## src/rtl/mem_stage_if.sv

```systemverilog
// Data-memory bus between the MEM stage (master) and data memory (slave).
// Latency: n/a (signal bundle only).
// Backpressure: master holds read/write, address, wdata and byte_en until the slave pulses dmem_resp.
// Signals:
//   dmem_read / dmem_write   request strobes, never both high
//   dmem_address             word-aligned access address
//   dmem_wdata / dmem_byte_en  store data and lane enables {hi,lo}
//   dmem_resp / dmem_rdata   1-cycle completion pulse and read data valid with it
interface mem_stage_if #(
    parameter int ADDR_W = 16,
    parameter int DATA_W = 16
);
    logic                  dmem_read;
    logic                  dmem_write;
    logic [ADDR_W-1:0]     dmem_address;
    logic [DATA_W-1:0]     dmem_wdata;
    logic [DATA_W/8-1:0]   dmem_byte_en;
    logic                  dmem_resp;
    logic [DATA_W-1:0]     dmem_rdata;

    modport master (
        output dmem_read,
        output dmem_write,
        output dmem_address,
        output dmem_wdata,
        output dmem_byte_en,
        input  dmem_resp,
        input  dmem_rdata
    );

    modport slave (
        input  dmem_read,
        input  dmem_write,
        input  dmem_address,
        input  dmem_wdata,
        input  dmem_byte_en,
        output dmem_resp,
        output dmem_rdata
    );
endinterface

```

## src/rtl/mem_stage.sv

```systemverilog
// LC-3b MEM stage: sequences LDR/STR/LDB/STB/LDI/STI data accesses and holds the load result for MEM/WB.
// Latency: 1 issue cycle + memory wait per access (LDI/STI make two accesses) + 1 DONE cycle.
// Backpressure: mem_stall holds the pipe while an access is pending; DONE waits for advance before re-arming.
// Ports:
//   clk, reset                       clock and synchronous active-high reset
//   req_valid, mem_op, addr_in,      EX/MEM latch contents (op 0/7 = no access)
//   store_data, advance              pipeline advance from hazard control
//   dmem (mem_stage_if.master)       data-memory request/response bus
//   load_data, mem_stall, align_fault  load result, stage busy, misaligned word access flag
// Optional feature: define MEM_ALIGN_TRAP_EN to trap odd word addresses (and odd LDI/STI pointers)
// instead of silently clearing bit 0; without it align_fault stays 0.
module mem_stage #(
    parameter int ADDR_W = 16,
    parameter int DATA_W = 16
) (
    input  logic              clk,
    input  logic              reset,
    input  logic              req_valid,
    input  logic [2:0]        mem_op,
    input  logic [ADDR_W-1:0] addr_in,
    input  logic [DATA_W-1:0] store_data,
    input  logic              advance,
    mem_stage_if.master       dmem,
    output logic [DATA_W-1:0] load_data,
    output logic              mem_stall,
    output logic              align_fault
);

    localparam int BE_W = DATA_W / 8;

    localparam logic [2:0] OP_LDR = 3'd1;
    localparam logic [2:0] OP_STR = 3'd2;
    localparam logic [2:0] OP_LDB = 3'd3;
    localparam logic [2:0] OP_STB = 3'd4;
    localparam logic [2:0] OP_LDI = 3'd5;
    localparam logic [2:0] OP_STI = 3'd6;

    typedef enum logic [1:0] {
        S_IDLE = 2'd0,
        S_ACC1 = 2'd1,
        S_ACC2 = 2'd2,
        S_DONE = 2'd3
    } state_t;

    state_t              state_q, state_d;
    logic [2:0]          op_q, op_d;
    logic [DATA_W-1:0]   sdata_q, sdata_d;
    logic                bsel_q, bsel_d;
    logic                rd_q, rd_d;
    logic                wr_q, wr_d;
    logic [ADDR_W-1:0]   addr_q, addr_d;
    logic [DATA_W-1:0]   wdata_q, wdata_d;
    logic [BE_W-1:0]     be_q, be_d;
    logic [DATA_W-1:0]   ld_q, ld_d;
    logic                fault_q, fault_d;

    logic                op_live;
    logic [ADDR_W-1:0]   word_addr;
    logic [ADDR_W-1:0]   ptr_addr;
    logic                trap_req;
    logic                trap_ptr;

    // Ops 0 and 7 are bubbles: nothing to access.
    assign op_live   = req_valid && (mem_op != 3'd0) && (mem_op != 3'd7);
    assign word_addr = {addr_in[ADDR_W-1:1], 1'b0};
    // Indirect pointer comes back on the data bus; its bit 0 is dropped for the second access.
    assign ptr_addr  = {dmem.dmem_rdata[ADDR_W-1:1], 1'b0};

`ifdef MEM_ALIGN_TRAP_EN
    logic is_word_op;
    assign is_word_op = (mem_op == OP_LDR) || (mem_op == OP_STR) ||
                        (mem_op == OP_LDI) || (mem_op == OP_STI);
    assign trap_req   = is_word_op && addr_in[0];
    assign trap_ptr   = dmem.dmem_rdata[0];
`else
    assign trap_req   = 1'b0;
    assign trap_ptr   = 1'b0;
`endif

    always_comb begin
        state_d = state_q;
        op_d    = op_q;
        sdata_d = sdata_q;
        bsel_d  = bsel_q;
        rd_d    = rd_q;
        wr_d    = wr_q;
        addr_d  = addr_q;
        wdata_d = wdata_q;
        be_d    = be_q;
        ld_d    = ld_q;
        fault_d = fault_q;

        case (state_q)
            S_IDLE: begin
                if (op_live) begin
                    // Capture the instruction so the second access of LDI/STI
                    // does not depend on the EX/MEM latch staying put.
                    op_d    = mem_op;
                    sdata_d = store_data;
                    bsel_d  = addr_in[0];
                    if (trap_req) begin
                        fault_d = 1'b1;
                        state_d = S_DONE;
                    end else begin
                        state_d = S_ACC1;
                        addr_d  = word_addr;
                        be_d    = '1;
                        wdata_d = store_data;
                        rd_d    = (mem_op == OP_LDR) || (mem_op == OP_LDB) ||
                                  (mem_op == OP_LDI) || (mem_op == OP_STI);
                        wr_d    = (mem_op == OP_STR) || (mem_op == OP_STB);
                        if (mem_op == OP_STB) begin
                            // Byte replicated on both lanes; the enable picks the lane.
                            wdata_d = {store_data[7:0], store_data[7:0]};
                            be_d    = addr_in[0] ? 2'b10 : 2'b01;
                        end
                    end
                end
            end

            S_ACC1: begin
                if (dmem.dmem_resp) begin
                    rd_d    = 1'b0;
                    wr_d    = 1'b0;
                    state_d = S_DONE;
                    case (op_q)
                        OP_LDR: ld_d = dmem.dmem_rdata;
                        OP_LDB: ld_d = {8'h00, bsel_q ? dmem.dmem_rdata[15:8]
                                                      : dmem.dmem_rdata[7:0]};
                        OP_LDI, OP_STI: begin
                            if (trap_ptr) begin
                                fault_d = 1'b1;
                            end else begin
                                state_d = S_ACC2;
                                addr_d  = ptr_addr;
                                be_d    = '1;
                                wdata_d = sdata_q;
                                rd_d    = (op_q == OP_LDI);
                                wr_d    = (op_q == OP_STI);
                            end
                        end
                        default: ;
                    endcase
                end
            end

            S_ACC2: begin
                if (dmem.dmem_resp) begin
                    rd_d    = 1'b0;
                    wr_d    = 1'b0;
                    state_d = S_DONE;
                    if (op_q == OP_LDI) begin
                        ld_d = dmem.dmem_rdata;
                    end
                end
            end

            S_DONE: begin
                // Only leave once the pipe has moved the held instruction on,
                // otherwise IDLE would re-issue it.
                if (advance) begin
                    state_d = S_IDLE;
                    fault_d = 1'b0;
                end
            end

            default: state_d = S_IDLE;
        endcase
    end

    always_ff @(posedge clk) begin
        if (reset) begin
            state_q <= S_IDLE;
            op_q    <= 3'd0;
            sdata_q <= '0;
            bsel_q  <= 1'b0;
            rd_q    <= 1'b0;
            wr_q    <= 1'b0;
            addr_q  <= '0;
            wdata_q <= '0;
            be_q    <= '0;
            ld_q    <= '0;
            fault_q <= 1'b0;
        end else begin
            state_q <= state_d;
            op_q    <= op_d;
            sdata_q <= sdata_d;
            bsel_q  <= bsel_d;
            rd_q    <= rd_d;
            wr_q    <= wr_d;
            addr_q  <= addr_d;
            wdata_q <= wdata_d;
            be_q    <= be_d;
            ld_q    <= ld_d;
            fault_q <= fault_d;
        end
    end

    assign dmem.dmem_read    = rd_q;
    assign dmem.dmem_write   = wr_q;
    assign dmem.dmem_address = addr_q;
    assign dmem.dmem_wdata   = wdata_q;
    assign dmem.dmem_byte_en = be_q;
    assign load_data         = ld_q;
    assign align_fault       = fault_q;

    assign mem_stall = ((state_q == S_IDLE) && op_live) ||
                       (state_q == S_ACC1) || (state_q == S_ACC2);

endmodule

```

## src/flat_wrapper.sv

```systemverilog
// flat-port wrapper written by rule: the top's interface ports become plain ports
module mem_stage_flat 
#(
    parameter int ADDR_W = 16,
    parameter int DATA_W = 16
)
  (clk, reset, req_valid, mem_op, addr_in, store_data, advance, load_data, mem_stall, align_fault, dmem_dmem_read, dmem_dmem_write, dmem_dmem_address, dmem_dmem_wdata, dmem_dmem_byte_en, dmem_dmem_resp, dmem_dmem_rdata);
  mem_stage_if #(.ADDR_W(ADDR_W), .DATA_W(DATA_W)) dmem_i ();
  input  logic clk;
  input  logic reset;
  input  logic req_valid;
  input  logic [2:0] mem_op;
  input  logic [ADDR_W-1:0] addr_in;
  input  logic [DATA_W-1:0] store_data;
  input  logic advance;
  output logic [DATA_W-1:0] load_data;
  output logic mem_stall;
  output logic align_fault;
  output wire logic [$bits(dmem_i.dmem_read)-1:0] dmem_dmem_read;
  output wire logic [$bits(dmem_i.dmem_write)-1:0] dmem_dmem_write;
  output wire logic [$bits(dmem_i.dmem_address)-1:0] dmem_dmem_address;
  output wire logic [$bits(dmem_i.dmem_wdata)-1:0] dmem_dmem_wdata;
  output wire logic [$bits(dmem_i.dmem_byte_en)-1:0] dmem_dmem_byte_en;
  input wire logic [$bits(dmem_i.dmem_resp)-1:0] dmem_dmem_resp;
  input wire logic [$bits(dmem_i.dmem_rdata)-1:0] dmem_dmem_rdata;
  assign dmem_dmem_read = dmem_i.dmem_read;
  assign dmem_dmem_write = dmem_i.dmem_write;
  assign dmem_dmem_address = dmem_i.dmem_address;
  assign dmem_dmem_wdata = dmem_i.dmem_wdata;
  assign dmem_dmem_byte_en = dmem_i.dmem_byte_en;
  assign dmem_i.dmem_resp = dmem_dmem_resp;
  assign dmem_i.dmem_rdata = dmem_dmem_rdata;
  mem_stage #(.ADDR_W(ADDR_W), .DATA_W(DATA_W)) u_core (.clk(clk), .reset(reset), .req_valid(req_valid), .mem_op(mem_op), .addr_in(addr_in), .store_data(store_data), .advance(advance), .dmem(dmem_i), .load_data(load_data), .mem_stall(mem_stall), .align_fault(align_fault));
endmodule
```

## config.mk

```make
export PLATFORM = sky130hd
export DESIGN_NAME = mem_stage_flat
export DESIGN_NICKNAME = d
export VERILOG_FILES = /design/src/rtl/mem_stage_if.sv /design/src/rtl/mem_stage.sv /design/src/flat_wrapper.sv
export SDC_FILE = /design/constraint.sdc
export NUM_CORES = 1
export LEC_CHECK = 0
export BUFFER_PORTS_ARGS = -buffer_cell sky130_fd_sc_hd__buf_2
export CAP_MARGIN = 0
export CORE_MARGIN = 2
export CORE_UTILIZATION = 55
export DETAILED_ROUTE_END_ITERATION = 12
export MAX_ROUTING_LAYER = met4
export PLACE_DENSITY = 0.84
export SKIP_LAST_GASP = 1
export SLEW_MARGIN = 25
export SYNTH_ARGS = -nofsm -noshare
export SYNTH_HDL_FRONTEND = slang
export SYNTH_SLANG_ARGS = --single-unit
```

## constraint.sdc

```tcl
create_clock -name clk -period 3.8 [get_ports clk]
set_clock_uncertainty 0.05 [all_clocks]
set_input_delay 0.57 -clock clk [delete_from_list [all_inputs] [get_ports clk]]
set_output_delay 0.57 -clock clk [all_outputs]
set_load 0.02 [all_outputs]
```

## Word level (Yosys, flattened, before mapping)

Index checks and enable logic that the tools add are counted.

- Register bits: 74
- Latch bits: 0
- RAM bits: 0
- Bits in read-only memories: 0
- Word-level logic and storage cells: 87
- Memories kept: 0

- Add/sub/neg operators: 0
- Multiply operators: 0
- Div/mod/pow operators: 0
- Magnitude comparators: 0
- Equal/unequal tests: 21
- Shift operators: 0
- Mux-type cells: 36
- Bitwise gates (word level): 0
- Reduce and logical (&&, ||, !) cells: 20

Operators by type and width:

| operator | number |
|---|---|
| $mux W16 | 10 |
| $pmux W16 S2 | 4 |
| $mux W2 | 9 |
| $eq A3 B3 Y1 const B | 5 |
| $reduce_and A4 Y1 | 3 |
| $eq A3 B2 Y1 const B | 3 |
| $mux W1 | 8 |
| $mux W8 | 1 |
| $ne A2 B2 Y1 const B | 4 |
| $pmux W2 S4 | 1 |
| $eq A3 B1 Y1 const B | 2 |
| $logic_or A1 B1 Y1 | 6 |
| $ne A3 B3 Y1 const B | 2 |
| $pmux W1 S3 | 2 |
| $reduce_bool A3 Y1 | 2 |
| $reduce_and A5 Y1 | 1 |
| $eq A2 B2 Y1 const B | 2 |
| $ne A2 B1 Y1 const B | 2 |
| $pmux W2 S2 | 1 |
| $reduce_bool A2 Y1 | 2 |
| $logic_and A1 B1 Y1 | 3 |
| $eq A2 B1 Y1 const B | 1 |
| $logic_not A2 Y1 | 1 |
| $reduce_and A2 Y1 | 1 |
| $reduce_or A2 Y1 | 1 |

## Logic depth before layout (Yosys ltp)

- Word-level depth: 6
- Depth in mapped cells: 9
- Mapped depth without buffers: 6

## Worst setup path after synthesis

OpenSTA, ideal clock, no wires.

- Kind: input-to-output
- Start: input port mem_op[2]
- End: output port mem_stall
- Arrival: 1538 ps
- Data required time: 3180 ps
- Setup slack: 1642 ps
- Cell stages on the path: 4
- Cells stage by stage: or3_4 -> nand4_1 -> buf_2 -> nand2_1

- Longest elaborated chain between the ends: 6
- Elaborated cells between the ends (all ways): 7
- Those cells by class: 1 x eq/ne; 6 x reduce/logical

RTL lines:

| element | RTL line | RTL |
|---|---|---|
| from (decl) | flat_wrapper.sv:12 | `input logic [2:0] mem_op;` |
| $reduce_bool A3 Y1 | mem_stage.sv:64 | `assign op_live = req_valid && (mem_op != 3'd0) && (mem_op != 3'd7);` |
| $logic_and A1 B1 Y1 | mem_stage.sv:64 |  |
| $logic_and A1 B1 Y1 * | mem_stage.sv:64 |  |
| $logic_and A1 B1 Y1 * | mem_stage.sv:207 | `assign mem_stall = ((state_q == S_IDLE) && op_live) \|\|` |
| $logic_or A1 B1 Y1 * | mem_stage.sv:207 |  |
| $logic_or A1 B1 Y1 * | mem_stage.sv:208 | `(state_q == S_ACC1) \|\| (state_q == S_ACC2);` |
| to (decl) | flat_wrapper.sv:17 | `output logic mem_stall;` |

Mark *: on every way between the ends. The rest lies on a longest branch, timed or not.

## Final worst setup path

- Start: register u_core.state_q[1]
- End: register u_core.wdata_q[4], in the netlist u_core.dmem.dmem_wdata[4]

- Longest elaborated chain between the ends: 3
- Elaborated cells between the ends (all ways): 8
- Those cells by class: 4 x eq/ne; 1 x mux; 3 x reduce/logical

RTL lines:

| element | RTL line | RTL |
|---|---|---|
| from (decl) | mem_stage.sv:45 | `state_t state_q, state_d;` |
| from (signal assigned) | mem_stage.sv:185 | `state_q <= state_d;` |
| $eq A2 B1 Y1 / $logic_not A2 Y1 (equally long branches) | mem_stage.sv:93 | `case (state_q)` |
| $ne A2 B2 Y1 (no line) (tied with other cells) | - |  |
| $reduce_and A4 Y1 (no line) | - |  |
| to (signal assigned) | mem_stage.sv:192 | `wdata_q <= wdata_d;` |
| to (decl) | mem_stage.sv:52 | `logic [DATA_W-1:0] wdata_q, wdata_d;` |

Several ways; a longest one is shown, not always the timed one.
A chain may end at the register's enable or synchronous reset.

==> results.txt <==
Area of the mapped netlist: 0.00358 sq mm. In this run, synthesis inferred 0 flip-flops with an integrated enable. The number of setup buffers added after CTS is 0.

The congestion estimate from routability-driven global placement came to 0.862. Among all cell types in the netlist, the one instantiated most often is sky130_fd_sc_hd__dfxtp_1. Share of final-layout standard cells stronger than drive strength 1: 34.7%. The total of cells resized after clock tree synthesis is 0. After technology mapping, the gate count stands at 379.

The worst setup path startpoint is u_core.state_q[1]. The biggest area consumer among synthesized cells is sky130_fd_sc_hd__dfxtp_1. The worst register-to-register path begins at u_core.state_q[1]. The post-route fraction of the period consumed by the critical path is 68.5%. The proportion of power drawn by flip-flops and latches is 33.5%, and the total leakage power is 1.87 nW.

The run finished with clean final reports. In this run the cell area measured after placement is 0.00409 sq mm. Area growth from synthesis to layout: 20.2%.

The run gives 3235 as the detailed-route via count. The total global routing track utilization came out at 25.6%. After synthesis the netlist holds a flip-flop and latch count of 73. The worst hold path begins at u_core.load_data[15].

The run gives 0 as the leftover overflow at the end of global routing. Measured along the y axis, the die boundary spans 84.6 um. Once detailed placement completed, the half-perimeter wirelength came to 6370 um.

First-pass GRT wire length: 14400 um. The most critical setup path has its endpoint at u_core.dmem.dmem_wdata[4]. Worst-case hold slack: 0.398 ns.

The root buffer cell chosen for the clock tree is sky130_fd_sc_hd__clkbuf_8. The clock network is responsible for 19.4% of the overall power. The internal power of the cells totals 1.95 mW. The count of antenna-violating nets left after detailed routing is 0. For this design the total switching power over the nets is 1.42 mW.

The worst-case clock buffer depth came out at 2. Class of the tightest hold or removal check: flip-flop to flip-flop. Across the VDD grid, the largest voltage drop is 0.000599 V. The switching power as a share of total power came out at 42.1%. Ranked by total cell area, the synthesized netlist is headed by sky130_fd_sc_hd__dfxtp_1, sky130_fd_sc_hd__mux2i_1, sky130_fd_sc_hd__a211oi_2, sky130_fd_sc_hd__a21oi_1, sky130_fd_sc_hd__nor2_1. At the worst endpoint, the required time is 3.94 ns. After detailed routing, the number of vias per cell comes to 5.88.

The number of clock buffers added by TritonCTS is 9. The fraction of power consumed by combinational cells is 47.1%. The worst reg2reg path depth works out to 7.

Most frequently used flop master after synthesis: sky130_fd_sc_hd__dfxtp_1. The first routing iteration left 235 violations. The clock insertion delay at the later pin of the skew report is 0.34 ns, and the highest fanout seen on the critical path is 34. The count of warnings emitted by yosys is 0.

The repair_antennas step left the layout with diodes totalling 0. In this run the horizontal extent of the chip is 84.6 um. The tools report the top-level port count as 110.

For this run, asynchronously set or reset flops after synthesis account for 0%. After clock tree synthesis, the clock-pin slew on the worst setup and hold paths is 0.07 ns. Port buffering added 107 buffers.

Entering global routing, the biggest net connects 44 pins. The final hold violation count came out at 0. The tools report the number of hold buffers added after CTS as 0.

The measured slew at the worst slew-check pin was 0.854 ns; the max-slew headroom at the worst pin was 43.1%. The number of cells in the design after placement is 535. TritonCTS built the clock tree. Setup total negative slack on the finished layout was measured at 0 ns. After floorplanning, the core was divided into 29 placement rows. The setup violation total in the final timing report was 0; the mean instance size in the synthesized netlist was 9.44 sq um. The clock period minus final worst setup slack works out to 2.60 ns. The power density over cell area works out to 783 mW/mm^2. The area used by sequential logic in the layout is 0.00146 sq mm, and the number of levels the H-tree was split into is 3. The share of synthesized area in the top cell type comes to 40.9%. The worst setup path is of the flip-flop to flip-flop kind. For the die area, the log shows 0.00716 sq mm. The run gives 550 as the count of non-filler cells in the finished layout. For this block, the routed nets add up to 9000 um of wire. The sink count of the clock tree is 73, and the top achievable clock speed is 0.384 GHz.

Via count of the first global-routing pass: 2929. The run gives 4 as the number of detailed-route iterations in the first pass. The worst setup path is captured at a flip-flop. Setup repair after global routing left no endpoint under its margin. The launching element type of the critical path was a flip-flop. Summing internal, switching and leakage power gives 3.37 mW.

The average routed wire per standard cell came out at 16.4 um. The number of different library cells used by synthesis comes to 45. The tools report the area of all placed cells without fillers as 0.00430 sq mm.

The run gives 56.6% as the effective utilization at floorplan. Ranked by instance count, the synthesized netlist is headed by sky130_fd_sc_hd__dfxtp_1, sky130_fd_sc_hd__a21oi_1, sky130_fd_sc_hd__mux2i_1. The tools report the total DRC errors in the routed layout as 0. Summing all multi-input logic gate instances after layout gives 0.00190 sq mm.

Across all register-to-register paths, the minimum setup slack is 1.20 ns. The number of antenna violations at the first check in global routing was 0. For this run, the post-layout net count is 529. In this run the critical register-to-register path is captured at u_core.dmem.dmem_wdata[4]. The critical path data arrival time is 2.74 ns, and the proportion of synthesized chip area in sequential cells is 40.9%.

The layout has 537 filler cells. The core region is 0.00631 sq mm. The count of final max-slew check failures came out at 0.

Max-cap violations in this run came to 0.
cell type report:
type                            count  area share [%]
Clock buffer                       12            3.38
Clock inverter                      3            1.51
Inverter                           13            1.14
Multi-Input combinational cell    259            44.2
Sequential cell                    73            34.0
Tap cell                           77            2.24
Timing Repair Buffer              113            13.5
power groups by stage:
stage	registers (mW)	logic (mW)	clock network [mW]
floorplan	1.33	1.02	0
detailed placement	1.14	1.58	0
global placement	1.13	1.54	0
CTS	1.13	1.59	0.661
global route	1.15	1.70	0.692
finish	1.13	1.58	0.653
how the worst min path moves through the flow:
stage | to | slack (ns) | cells past startpoint
6_report | u_core.load_data[15] | 0.40 | 2
5_1_grt | u_core.dmem.dmem_byte_en[0] | 0.41 | 2
4_1_cts | u_core.dmem.dmem_byte_en[0] | 0.40 | 2
3_5_place_dp | u_core.load_data[15] | 0.39 | 2
3_3_place_gp | u_core.load_data[9] | 0.39 | 2
2_1_floorplan | u_core.sdata_q[0] | 0.41 | 2
critical path, stage by stage, from the launching register on:
cell and delay [ns]:
sky130_fd_sc_hd__dfxtp_1 0.34, sky130_fd_sc_hd__inv_1 0.10, sky130_fd_sc_hd__ha_2 0.53, sky130_fd_sc_hd__and3_1 0.26
sky130_fd_sc_hd__o2bb2ai_2 0.11, sky130_fd_sc_hd__buf_4 0.35, sky130_fd_sc_hd__and2_4 0.54, sky130_fd_sc_hd__a211oi_2 0.15
logic make-up (layout without fill, tap and decap cells):
family	count (synthesis)	count (layout)	share of synthesized area (%)
flip-flops	73	73	40.9
AO/OA/AOI/OAI	110	110	22.8
buffers and inverters	48	141	6.54
other	1	2	0.105
AND/OR/NAND/NOR	89	89	13.0
multiplexers	51	51	14.6
adder cells (fa/ha/maj)	4	4	1.40
XOR/XNOR	3	3	0.735
placed cells by master (no fill, tap or decap), types with 2 or more instances in the layout:
cell type	instances
sky130_fd_sc_hd__xor2_1	2
sky130_fd_sc_hd__nor2_1	30
sky130_fd_sc_hd__nand3_1	9
sky130_fd_sc_hd__clkbuf_1	2
sky130_fd_sc_hd__o21ai_1	8
sky130_fd_sc_hd__and3_1	2
sky130_fd_sc_hd__a21oi_1	45
sky130_fd_sc_hd__buf_4	6
sky130_fd_sc_hd__nand2_1	19
sky130_fd_sc_hd__mux2_2	8
sky130_fd_sc_hd__a211oi_2	22
sky130_fd_sc_hd__nor2b_1	2
sky130_fd_sc_hd__ha_1	3
sky130_fd_sc_hd__conb_1	2
sky130_fd_sc_hd__o21ai_0	5
sky130_fd_sc_hd__mux2i_1	43
sky130_fd_sc_hd__inv_1	13
sky130_fd_sc_hd__bufinv_16	2
sky130_fd_sc_hd__nand2b_1	8
sky130_fd_sc_hd__a311oi_1	9
sky130_fd_sc_hd__clkbuf_8	10
sky130_fd_sc_hd__nand3b_1	8
sky130_fd_sc_hd__a31oi_1	2
sky130_fd_sc_hd__o2111ai_1	8
sky130_fd_sc_hd__a211oi_1	2
sky130_fd_sc_hd__buf_2	107
sky130_fd_sc_hd__o22ai_1	2
sky130_fd_sc_hd__dfxtp_1	73
per-stage QoR:
stage	util [%]	setup WS [ns]
global placement	64.7	0.991
finish	68.1	1.20
floorplan	-	1.64
CTS	68.1	1.19
detailed placement	64.7	1.24
global route	68.1	1.01
routing by layer:
metal | global-route usage [%] | wire length, um | vias up
met2 | 40.7 | 4420 | 136
met5 | - | 0 | -
met4 | 12.0 | 269 | 0
met3 | 5.21 | 558 | 24
met1 | 31.2 | 3750 | 1525
li1 | - | - | 1550
state kept, by name, summed over array words and instances (netlist names):
register and cells:
u_core.load_data 16, u_core.dmem.dmem_address 15, u_core.bsel_q 1, u_core.dmem.dmem_byte_en 2, u_core.dmem.dmem_read 1, u_core.dmem.dmem_wdata 16, u_core.op_q 3, u_core.dmem.dmem_write 1
u_core.sdata_q 16, u_core.state_q 2
(Power assumes the default switching activity.)
